### src/rtl/microsequencer.sv
// ============================================================================
// microsequencer : control-store next-address generator with dispatch tables,
//                  stall hold path and a sticky invalid-dispatch trap.
// Revision 1.0
// ============================================================================
`default_nettype none

module microsequencer #(
  parameter int unsigned AW         = 5,
  parameter int unsigned START_ADDR = 0,
  parameter int unsigned TRAP_ADDR  = 31,
  parameter int unsigned OPW        = 4,
  parameter int unsigned MDW        = 3
) (
  input  logic           clock,
  input  logic           reset,
  input  logic [24:0]    controlword,
  input  logic           stall,
  input  logic           alu_zero,
  input  logic [OPW-1:0] ir_opcode,
  input  logic [MDW-1:0] ir_mode,
  input  logic           tbl_we,
  input  logic           tbl_sel,
  input  logic [OPW-1:0] tbl_idx,
  input  logic [AW-1:0]  tbl_data,
  output logic [AW-1:0]  address,
  output logic [AW-1:0]  upc,
  output logic           trap
);

  localparam int unsigned MODE_DEPTH = 1 << MDW;
  localparam int unsigned OP_DEPTH   = 1 << OPW;

  localparam logic [1:0] NS_SEQ  = 2'b00;
  localparam logic [1:0] NS_MODE = 2'b01;
  localparam logic [1:0] NS_OP   = 2'b10;
  localparam logic [1:0] NS_ZERO = 2'b11;

  localparam logic [AW-1:0] START_A = AW'(START_ADDR);
  localparam logic [AW-1:0] TRAP_A  = AW'(TRAP_ADDR);

  logic [1:0]    nssel;
  logic [AW-1:0] dbin;
  logic          unused_cw;

  assign nssel     = controlword[6:5];
  assign dbin      = controlword[AW-1:0];
  assign unused_cw = ^controlword[24:7];

  logic [AW-1:0]         mode_data  [MODE_DEPTH];
  logic [AW-1:0]         op_data    [OP_DEPTH];
  logic [MODE_DEPTH-1:0] mode_valid;
  logic [OP_DEPTH-1:0]   op_valid;

  logic dispatch_bad;

  // Reset overrides everything so the control store fetches the start word
  // while reset is still asserted.
  always_comb begin
    address      = START_A;
    dispatch_bad = 1'b0;
    if (!reset) begin
      if (stall) begin
        address = upc;
      end else begin
        case (nssel)
          NS_SEQ: address = dbin;
          NS_MODE: begin
            if (mode_valid[ir_mode]) begin
              address = mode_data[ir_mode];
            end else begin
              address      = TRAP_A;
              dispatch_bad = 1'b1;
            end
          end
          NS_OP: begin
            if (op_valid[ir_opcode]) begin
              address = op_data[ir_opcode];
            end else begin
              address      = TRAP_A;
              dispatch_bad = 1'b1;
            end
          end
          NS_ZERO: address = {dbin[AW-1:1], dbin[0] | alu_zero};
          default: address = dbin;
        endcase
      end
    end
  end

  always_ff @(posedge clock) begin
    if (reset) begin
      upc        <= START_A;
      trap       <= 1'b0;
      mode_valid <= '0;
      op_valid   <= '0;
    end else begin
      upc <= address;
      if (dispatch_bad) begin
        trap <= 1'b1;
      end
      if (tbl_we) begin
        if (tbl_sel) begin
          op_valid[tbl_idx] <= 1'b1;
        end else begin
          mode_valid[tbl_idx[MDW-1:0]] <= 1'b1;
        end
      end
    end
  end

  // Entry payloads need no reset; the valid bits gate every use.
  always_ff @(posedge clock) begin
    if (!reset && tbl_we) begin
      if (tbl_sel) begin
        op_data[tbl_idx] <= tbl_data;
      end else begin
        mode_data[tbl_idx[MDW-1:0]] <= tbl_data;
      end
    end
  end

endmodule

`default_nettype wire

### config.mk
export PLATFORM = sky130hd
export DESIGN_NAME = microsequencer
export DESIGN_NICKNAME = d
export VERILOG_FILES = /design/src/rtl/microsequencer.sv
export SDC_FILE = /design/constraint.sdc
export NUM_CORES = 1
export LEC_CHECK = 0
export CORE_ASPECT_RATIO = 1.5
export CORE_UTILIZATION = 45
export CTS_CLUSTER_DIAMETER = 200
export CTS_CLUSTER_SIZE = 8
export DETAILED_ROUTE_END_ITERATION = 16
export MAX_ROUTING_LAYER = met4
export PLACE_DENSITY = 0.71
export SETUP_SLACK_MARGIN = 0.3
export SLEW_MARGIN = 20
export SYNTH_ARGS = -nofsm -noshare
export SYNTH_HDL_FRONTEND = slang
export SYNTH_SLANG_ARGS = --single-unit
export TNS_END_PERCENT = 1
### constraint.sdc
create_clock -name clock -period 3.6 [get_ports clock]
set_clock_uncertainty 0.2 [all_clocks]
set_input_delay 0.72 -clock clock [delete_from_list [all_inputs] [get_ports clock]]
set_output_delay 0.72 -clock clock [all_outputs]
set_load 0.1 [all_outputs]
Yosys cells after proc, flatten, opt, wreduce, memory -nomap -nowiden. Memories as Yosys holds them, arrays and structs flattened. Index checks and enable logic that the tools add are counted.

Reduce and logical (&&, ||, !) cells: 7. Equality and inequality tests: 3. Mux-type cells: 24. Bitwise operators: 4. Magnitude comparators: 6.

Operator list (count): 2-to-1 mux 5 bit (4); case mux 5 bit (4 select lines) (1); OR 16 bit (1); 2-to-1 mux 1 bit (14); < comparator 4 x 5 -> 1 bit, second input constant (2); < comparator 3 x 4 -> 1 bit, second input constant (2); OR 8 bit (1); binary-select mux 1 bit (select 4 bit) (1); demux 1 bit (select 4 bit) (1); == test 2 bit, second input constant (2); greater-or-equal comparator 4 x 1 -> 1 bit, second input constant (1); AND reduction 2 bit (2); binary-select mux 1 bit (select 3 bit) (1); demux 1 bit (select 3 bit) (1); greater-or-equal comparator 3 x 1 -> 1 bit, second input constant (1); logical AND 1 bit (3); == test 2 x 1 -> 1 bit, second input constant (1); zero test 2 bit (1); case mux 1 bit (2 select lines) (1); zero test 1 bit (1); NOT 1 bit (1); OR 1 bit (1).

Flip-flop bits (word level): 30. Output and inout port bits: 11. Logic and storage cells: 50. RAM bits: 120. Memories: 2.

Memories: op_data (depth 16, width 5, rd ports 1, clocked after memory_dff 0, wr ports 1, line 51) `logic [AW-1:0] op_data [OP_DEPTH];`; mode_data (depth 8, width 5, rd ports 1, clocked after memory_dff 0, wr ports 1, line 50) `logic [AW-1:0] mode_data [MODE_DEPTH];`.

Logic depth before layout (Yosys ltp). Gate-level depths: netlist of run 1.

Word-level depth: 6. Mapped depth: 8.

Worst setup path before layout of run 1. OpenSTA, ideal clock, no wires.

Path type: input port to output port. From: input port ir_opcode[2]. To: output port address[4]. Data required time: 2.680 ns. Slack: -1.275 ns. Arrival time: 3.955 ns. Stages on the path: 8. Buffers on the path: 3. Cell sequence: buf_4 buf_4 buf_2 mux4_2 nand3_1 o211ai_1 a21oi_1 a211oi_1.

Word-level cells in the longest chain between the ends: 6. Elaborated cells between the ends (all ways): 7. Classes of those cells: 6 x mux; 1 x memory.

RTL lines: start, declared (line 20) `input logic [OPW-1:0] ir_opcode,`; binary-select mux 1 bit (select 4 bit) (line 77) `if (op_valid[ir_opcode]) begin`; 2-to-1 mux 1 bit (implied by the code) (line 77); 2-to-1 mux 5 bit (*) (line 77); case mux 5 bit (4 select lines) (*) (line 66) `case (nssel)`; 2-to-1 mux 5 bit (*) (line 63) `if (stall) begin`; 2-to-1 mux 5 bit (*) (line 62) `if (!reset) begin`; end, declared (line 26) `output logic [AW-1:0] address,`.

Every way passes the cells marked *; elsewhere a longest branch is shown, timed or not. The select of a mux whose other input is x is not followed.

Final worst setup path of run 1.
From: input port ir_opcode[0]. To: output port address[0].

The elaborated chain is that of the path after synthesis.

==> out/results.tsv, run 1 <==
metric	value	unit
Final Hold Viols	0	
n_diodes	0	
pre-CTS setup slack	-0.364	ns
Clk Latency, worst-skew pair	0.42	ns
WHS Path Cells	2	
Remaining Overflow, GRT	0	
crit path launch	ir_opcode[0]	
vias	3607	
routing usage on met1	22.9	%
CTS root buffer	clkbuf_16	
grt met2 use	36.2	%
Final period util	99.0	%
CP most frequent cell	buf_6	
# IOs	58	
clock power share	41.5	%
TritonCTS buffer count	17	
layout cells sized above 1	30.8	%
sequential share of power	47.7	%
Max transition margin	35.3	%
type of origin of the critical path	input port	
CP Class	input port to output port	
Distinct cells, synth	42	
FF-to-FF End	upc[0]$_SDFF_PP0_	
Worst-path clk slew	0.06	ns
post-DP HPWL	9430	um
Worst path slowest cell	or3b_4	
first drt pass iteration count	5	
Port Buffers	39	
Worst Path Required	2.68	ns
YS warnings	0	
vias in the first global route	3783	
Fin Setup TNS	0	ns
Comb power frac	10.8	%
Sw Share	25.0	%
routability cong.	0.789	
Leak Pwr	2.63	nW
final setup violation count	0	
die span in x	97.5	um
crit-path leading delay family	compound AO/OA/AOI/OAI gates	
NetSw	995	uW
reg-to-reg slack, setup	1.48	ns
routed length per instance	21.3	um
Worst setup EP type	output port	
vias per cell	5.67	
Critical Path Stages	10	
die outline height	145	um
RSZ-0062 raised after global routing	yes	
met3 usage	4.58	%
largest net degree at the start of global routing	25	
cells after synthesis	377	
critical path capture point	address[0]	
DRT iter0 DRCs	191	
EDFF count, synth	120	
Slew Viols, Final	0	
Crit Path Max Fanout	4	
syn_nets	428	
busiest grt layer	met2	
# clock sinks	150	
WP data arrival	2.64	ns
MaxCap Viol Count	0	
CTS tree	built	
core area	0.0134	mm2
worst-margin pin slew	0.968	ns
worst r2r src	mode_data[3][0]$_DFFE_PP_	
routed wire length	13500	um
synthesized area per cell	16.3	um2
crit path buf inv count	5	
Fillers	980	
VDD IR max	0.263	mV
Cell Area, Synth	0.00616	mm2
internal power	2.99	mW
worst min path class	flop to flop	
CTS Buffer Depth	2	
crit-path max cell delay	0.38	ns
CP cell instances	buf_6, buf_12, buf_6, or3b_4, o221a_1, a31o_4, buf_6, a2111oi_4, nor3_4, buf_12	
reg2reg path depth	5	
global-route wire length before repair	21300	um
htree depth	4	
register bit count reported by yosys	150	
outcome	complete, no violations	
Core Rows	52	
Total Routing Usage GR	21.1	%
Main synth FF type	edfxtp_1	
Starting Density	46.0	%
asr flop ratio synth	0	%
min Tclk post-route	3.56	ns
Area growth, synth to finish	27.5	%
Max Freq	281	MHz
antenna violations before repair	0	
Final WS setup	0.0352	ns
residual DRC count	0	
ANT nets after route	0	
Die ar.	0.0142	mm2
post-synthesis sequential area ratio	68.3	%
NumNets Final	512	
pwr dens	508	mW/mm2
[per-stage QoR]
step                std cells  hold WS, ns  utilization (%)  cell area, um2  power, mW
detailed placement        588        0.265             52.4            7020       2.33
global placement          588        0.255             52.4            7020       2.33
CTS                       635        0.272             58.5            7850       4.01
floorplan                 377        0.247                -            6230       2.17
global route              636        0.286             58.6            7850       4.11
finish                    636        0.274             58.6            7850       3.99
[state kept, by name (all words and copies together) (netlist names)]
| register | count |
|---|---|
| mode_data | 40 |
| mode_valid | 8 |
| op_data | 80 |
| op_valid | 16 |
| trap | 1 |
| upc | 5 |
[cell families (layout without fill, tap and decap cells)]
group	Yosys count	count (layout)	synth area share [%]
compound gates	59	59	6.93
simple gates	71	71	5.71
flops	150	150	68.3
mux	44	44	14.8
fa+ha+maj	4	4	0.813
buf+inv	49	146	3.53
[final cells by class]
type / instances / area (um2) / share of cell area, %
inverter: 29 / 109 / 1.39
tap: 162 / 203 / 2.58
clock buffer: 18 / 429 / 5.47
sequential: 150 / 4200 / 53.5
multi-input combinational: 178 / 1860 / 23.6
timing repair buffer: 85 / 916 / 11.7
clock inverter: 14 / 135 / 1.72
[tightest hold or removal path, stage by stage, from the launching register on]
cell and delay, ns:
dfxtp_1 0.30, inv_1 0.05, o22ai_1 0.07
[cell usage after synthesis, types with 3 or more instances]
cell | number | area (um2)
edfxtp_1 | 120 | 3600
clkbuf_1 | 8 | 30.0
ha_1 | 4 | 50.1
buf_1 | 3 | 11.3
nor2_1 | 29 | 109
a21oi_1 | 5 | 25.0
inv_1 | 29 | 109
o21ai_0 | 4 | 20.0
nand2_1 | 10 | 37.5
o22ai_1 | 29 | 181
mux4_2 | 29 | 653
nand3_1 | 10 | 50.1
mux4_1 | 6 | 158
a211oi_1 | 9 | 67.6
nand3b_1 | 5 | 37.5
buf_4 | 4 | 30.0
nor2b_1 | 4 | 25.0
nand2b_1 | 3 | 18.8
dfxtp_1 | 30 | 601
mux2i_1 | 5 | 50.1
buf_2 | 3 | 15.0
mux2_2 | 3 | 33.8
[power by group through the flow]
stage | Sequential [mW] | Clock, mW | Combinational [mW]
finish | 1.90 | 1.66 | 0.433
global route | 1.90 | 1.75 | 0.455
CTS | 1.90 | 1.68 | 0.432
detailed placement | 1.94 | 0 | 0.396
global placement | 1.94 | 0 | 0.390
floorplan | 1.98 | 0 | 0.194
[layer usage]
layer	part of all wire, %	vias up
met4	3.7	0
met1	38	1795
met2	55	127
met5	0	-
met3	4.1	33
li1	-	1652
[worst min path at each step]
stage	start	end	slack, ns
after floorplan	mode_valid[6]$_SDFFE_PP0P_	mode_valid[6]$_SDFFE_PP0P_	0.25
after global placement	op_valid[11]$_SDFFE_PP0P_	op_valid[11]$_SDFFE_PP0P_	0.25
after detailed placement	op_valid[8]$_SDFFE_PP0P_	op_valid[8]$_SDFFE_PP0P_	0.27
after CTS	op_valid[4]$_SDFFE_PP0P_	op_valid[4]$_SDFFE_PP0P_	0.27
after global routing	op_valid[1]$_SDFFE_PP0P_	op_valid[1]$_SDFFE_PP0P_	0.29
final	op_valid[5]$_SDFFE_PP0P_	op_valid[5]$_SDFFE_PP0P_	0.27
[cells in the final DEF (no fill, tap or decap), types with 4 or more instances in the layout]
cell type / Yosys / routed
dlygate4sd2_1: 0 / 4
a21oi_1: 5 / 5
o21ai_0: 4 / 4
clkdlybuf4s50_1: 0 / 23
dfxtp_1: 30 / 30
buf_6: 2 / 5
a211oi_1: 9 / 4
edfxtp_1: 120 / 120
clkbuf_16: 0 / 17
a211oi_4: 0 / 4
nand3b_1: 5 / 5
nand3_1: 10 / 9
mux4_2: 29 / 32
buf_12: 0 / 13
o22ai_1: 29 / 28
inv_1: 29 / 28
inv_6: 0 / 5
buf_4: 4 / 35
nor2_1: 29 / 28
nand2_1: 10 / 10
mux2i_1: 5 / 5
[repair_timing]
| item | 4_1_cts | 5_1_grt |
|---|---|---|
| setup buffers | 14 | 1 |
| endpoints found under the setup margin | 5 | 5 |
| gates cloned | 1 | 0 |
| pin swaps | 11 | 5 |
| resized for setup | 39 | 2 |
| hold buffers | 0 | 0 |
No activity file was read; power rests on OpenSTA's default activity.
==> inputs of run 2 (changes only) <==
--- a/config.mk
+++ b/config.mk
@@ -6,6 +6,7 @@
 export NUM_CORES = 1
 export LEC_CHECK = 0
 export CORE_ASPECT_RATIO = 1.5
+export CORE_MARGIN = 2
 export CORE_UTILIZATION = 45
 export CTS_CLUSTER_DIAMETER = 200
 export CTS_CLUSTER_SIZE = 8
==> out/results.tsv, run 2 (synthesis results as in run 1) <==
metric	value	unit	change
Area growth, synth to finish	27.7	%	was 27.5%
Fillers	969		was 980
WHS Path Cells	2		unchanged
Crit Path Max Fanout	4		unchanged
vias in the first global route	3797		was 3783
final setup violation count	0		unchanged
Core Rows	52		unchanged
# IOs	58		unchanged
Largest Register	op_data		unchanged
core area	0.0135	mm2	was 0.0134 mm2
reg2reg path depth	5		unchanged
n_diodes	0		unchanged
VDD IR max	0.344	mV	was 0.263 mV
MaxCap Viol Count	0		unchanged
layout cells sized above 1	32.4	%	was 30.8%
crit path launch	ir_opcode[0]		unchanged
min-delay src	mode_valid[6]$_SDFFE_PP0P_		was op_valid[5]$_SDFFE_PP0P_
Placed Area	0.00703	mm2	was 0.00702 mm2
Multi-input gate area	0.00189	mm2	was 0.00186 mm2
CTS Buffer Depth	2		unchanged
outcome	complete, no violations		unchanged
NumNets Final	514		was 512
WP data arrival	2.52	ns	was 2.64 ns
DRT iter0 DRCs	254		was 191
worst r2r src	mode_data[4][0]$_DFFE_PP_		was mode_data[3][0]$_DFFE_PP_
final design area excluding fillers	0.00787	mm2	was 0.00785 mm2
Fin Setup TNS	0	ns	unchanged
Port Buffers	39		unchanged
routed wire length	13800	um	was 13500 um
# clock sinks	150		unchanged
commonest cells after routing, fill and taps aside	edfxtp_1, buf_4, mux4_2, dfxtp_1, nor2_1		was edfxtp_1, buf_4, mux4_2, dfxtp_1
type of origin of the critical path	input port		unchanged
routability cong.	0.787		was 0.789
Remaining Overflow, GRT	0		unchanged
min Tclk post-route	3.44	ns	was 3.56 ns
Starting Density	45.7	%	was 46.0%
Final Hold Viols	0		unchanged
residual DRC count	0		unchanged
pwr dens	508	mW/mm2	about the same
pre-CTS setup slack	-0.359	ns	was -0.364 ns
Leak Pwr	2.65	nW	was 2.63 nW
Clk Latency, worst-skew pair	0.43	ns	was 0.42 ns
CTS root buffer	clkbuf_16		unchanged
CP Class	input port to output port		unchanged
post-DP HPWL	9390	um	was 9430 um
vias per cell	5.65		was 5.67
antenna violations before repair	0		unchanged
max reg flops	80		unchanged
commonest non-fill, non-tap cell in the layout	edfxtp_1		unchanged
worst min path class	flop to flop		unchanged
Worst-path clk slew	0.06	ns	about the same
Max Freq	290	MHz	was 281 MHz
Die ar.	0.0147	mm2	was 0.0142 mm2
first drt pass iteration count	4		was 5
Worst Path Required	2.68	ns	about the same
routed length per instance	21.7	um	was 21.3 um
ANT nets after route	0		unchanged
Max transition margin	35.7	%	was 35.3%
FF/Latch Area	0.00420	mm2	unchanged
Final period util	95.7	%	was 99.0%
RSZ-0062 raised after global routing	yes		unchanged
worst-margin pin slew	0.961	ns	was 0.968 ns
Total Routing Usage GR	20.9	%	was 21.1%
die outline height	147	um	was 145 um
vias	3602		was 3607
CTS tree	built		unchanged
global-route wire length before repair	21400	um	was 21300 um
Final WS setup	0.156	ns	was 0.0352 ns
Worst setup EP type	output port		unchanged
largest net degree at the start of global routing	36		was 25
die span in x	99.5	um	was 97.5 um
TritonCTS buffer count	17		unchanged
Slew Viols, Final	0		unchanged
htree depth	4		unchanged
run 2: cell types whose count changed in the layout (fill, tap and decap cells not counted), moves of 2 or more:
cell,previous run,this run
clkdlybuf4s15_2,3,0
ha_1,3,1
mux2i_2,0,2
mux2i_1,5,3
buf_12,13,11
buf_4,35,42
clkdlybuf4s50_1,23,20
run 2: repair_timing:
action                                  4_1_cts  5_1_grt
resized for setup                            50        3
buffers inserted                             14        0
cloned                                        2        0
pin swaps                                    12        3
endpoints found under the setup margin        5        5
hold endpoints to repair                      0        0
hold buffers                                  0        0
run 2: worst paths after layout:
check                           slack [ns]                    endpoint
worst max-delay path                  0.16                  address[0]
worst min-delay path                  0.27  mode_valid[6]$_SDFFE_PP0P_
worst max register to register        1.38           upc[0]$_SDFF_PP0_
worst min register to register        0.27  mode_valid[6]$_SDFFE_PP0P_
run 2: where the power goes:
part / switching (mW) / internal (mW)
clock: 0.752 / 0.908
sequential: 0.00924 / 1.89
combinational: 0.248 / 0.187
total: 1.01 / 2.99
run 2: worst max-delay path, cell delays in order:
cell and delay [ns]:
buf_8 0.11, buf_16 0.13, buf_6 0.11, or3b_1 0.34, o221a_1 0.28, a31o_4 0.26
a2111oi_4 0.30, nor3_4 0.09, buf_12 0.18
run 2: area by class of cell:
cell class                      count  share of cell area, %
Sequential cell                   150                   53.4
Timing Repair Buffer               87                   11.6
Multi-Input combinational cell    178                   24.0
Inverter                           29                   1.38
Clock inverter                     15                   1.69
Tap cell                          162                   2.58
Clock buffer                       17                   5.41
run 2: stage by stage:
| step | utilization, % | cells | hold slack, ns | total power [mW] |
|---|---|---|---|---|
| after floorplan | - | 377 | 0.247 | 2.17 |
| after global placement | 52.2 | 590 | 0.254 | 2.32 |
| after detailed placement | 52.2 | 590 | 0.259 | 2.33 |
| after CTS | 58.4 | 638 | 0.269 | 4.01 |
| after global routing | 58.4 | 638 | 0.289 | 4.11 |
| final | 58.4 | 638 | 0.271 | 4.00 |
run 2: per-layer routing:
layer,global-route usage (%),routed length (um),up-vias
met5,-,0,-
met4,7.19,293,0
met3,5.61,680,25
met2,37.1,7830,103
met1,22.1,5010,1808
li1,-,-,1666
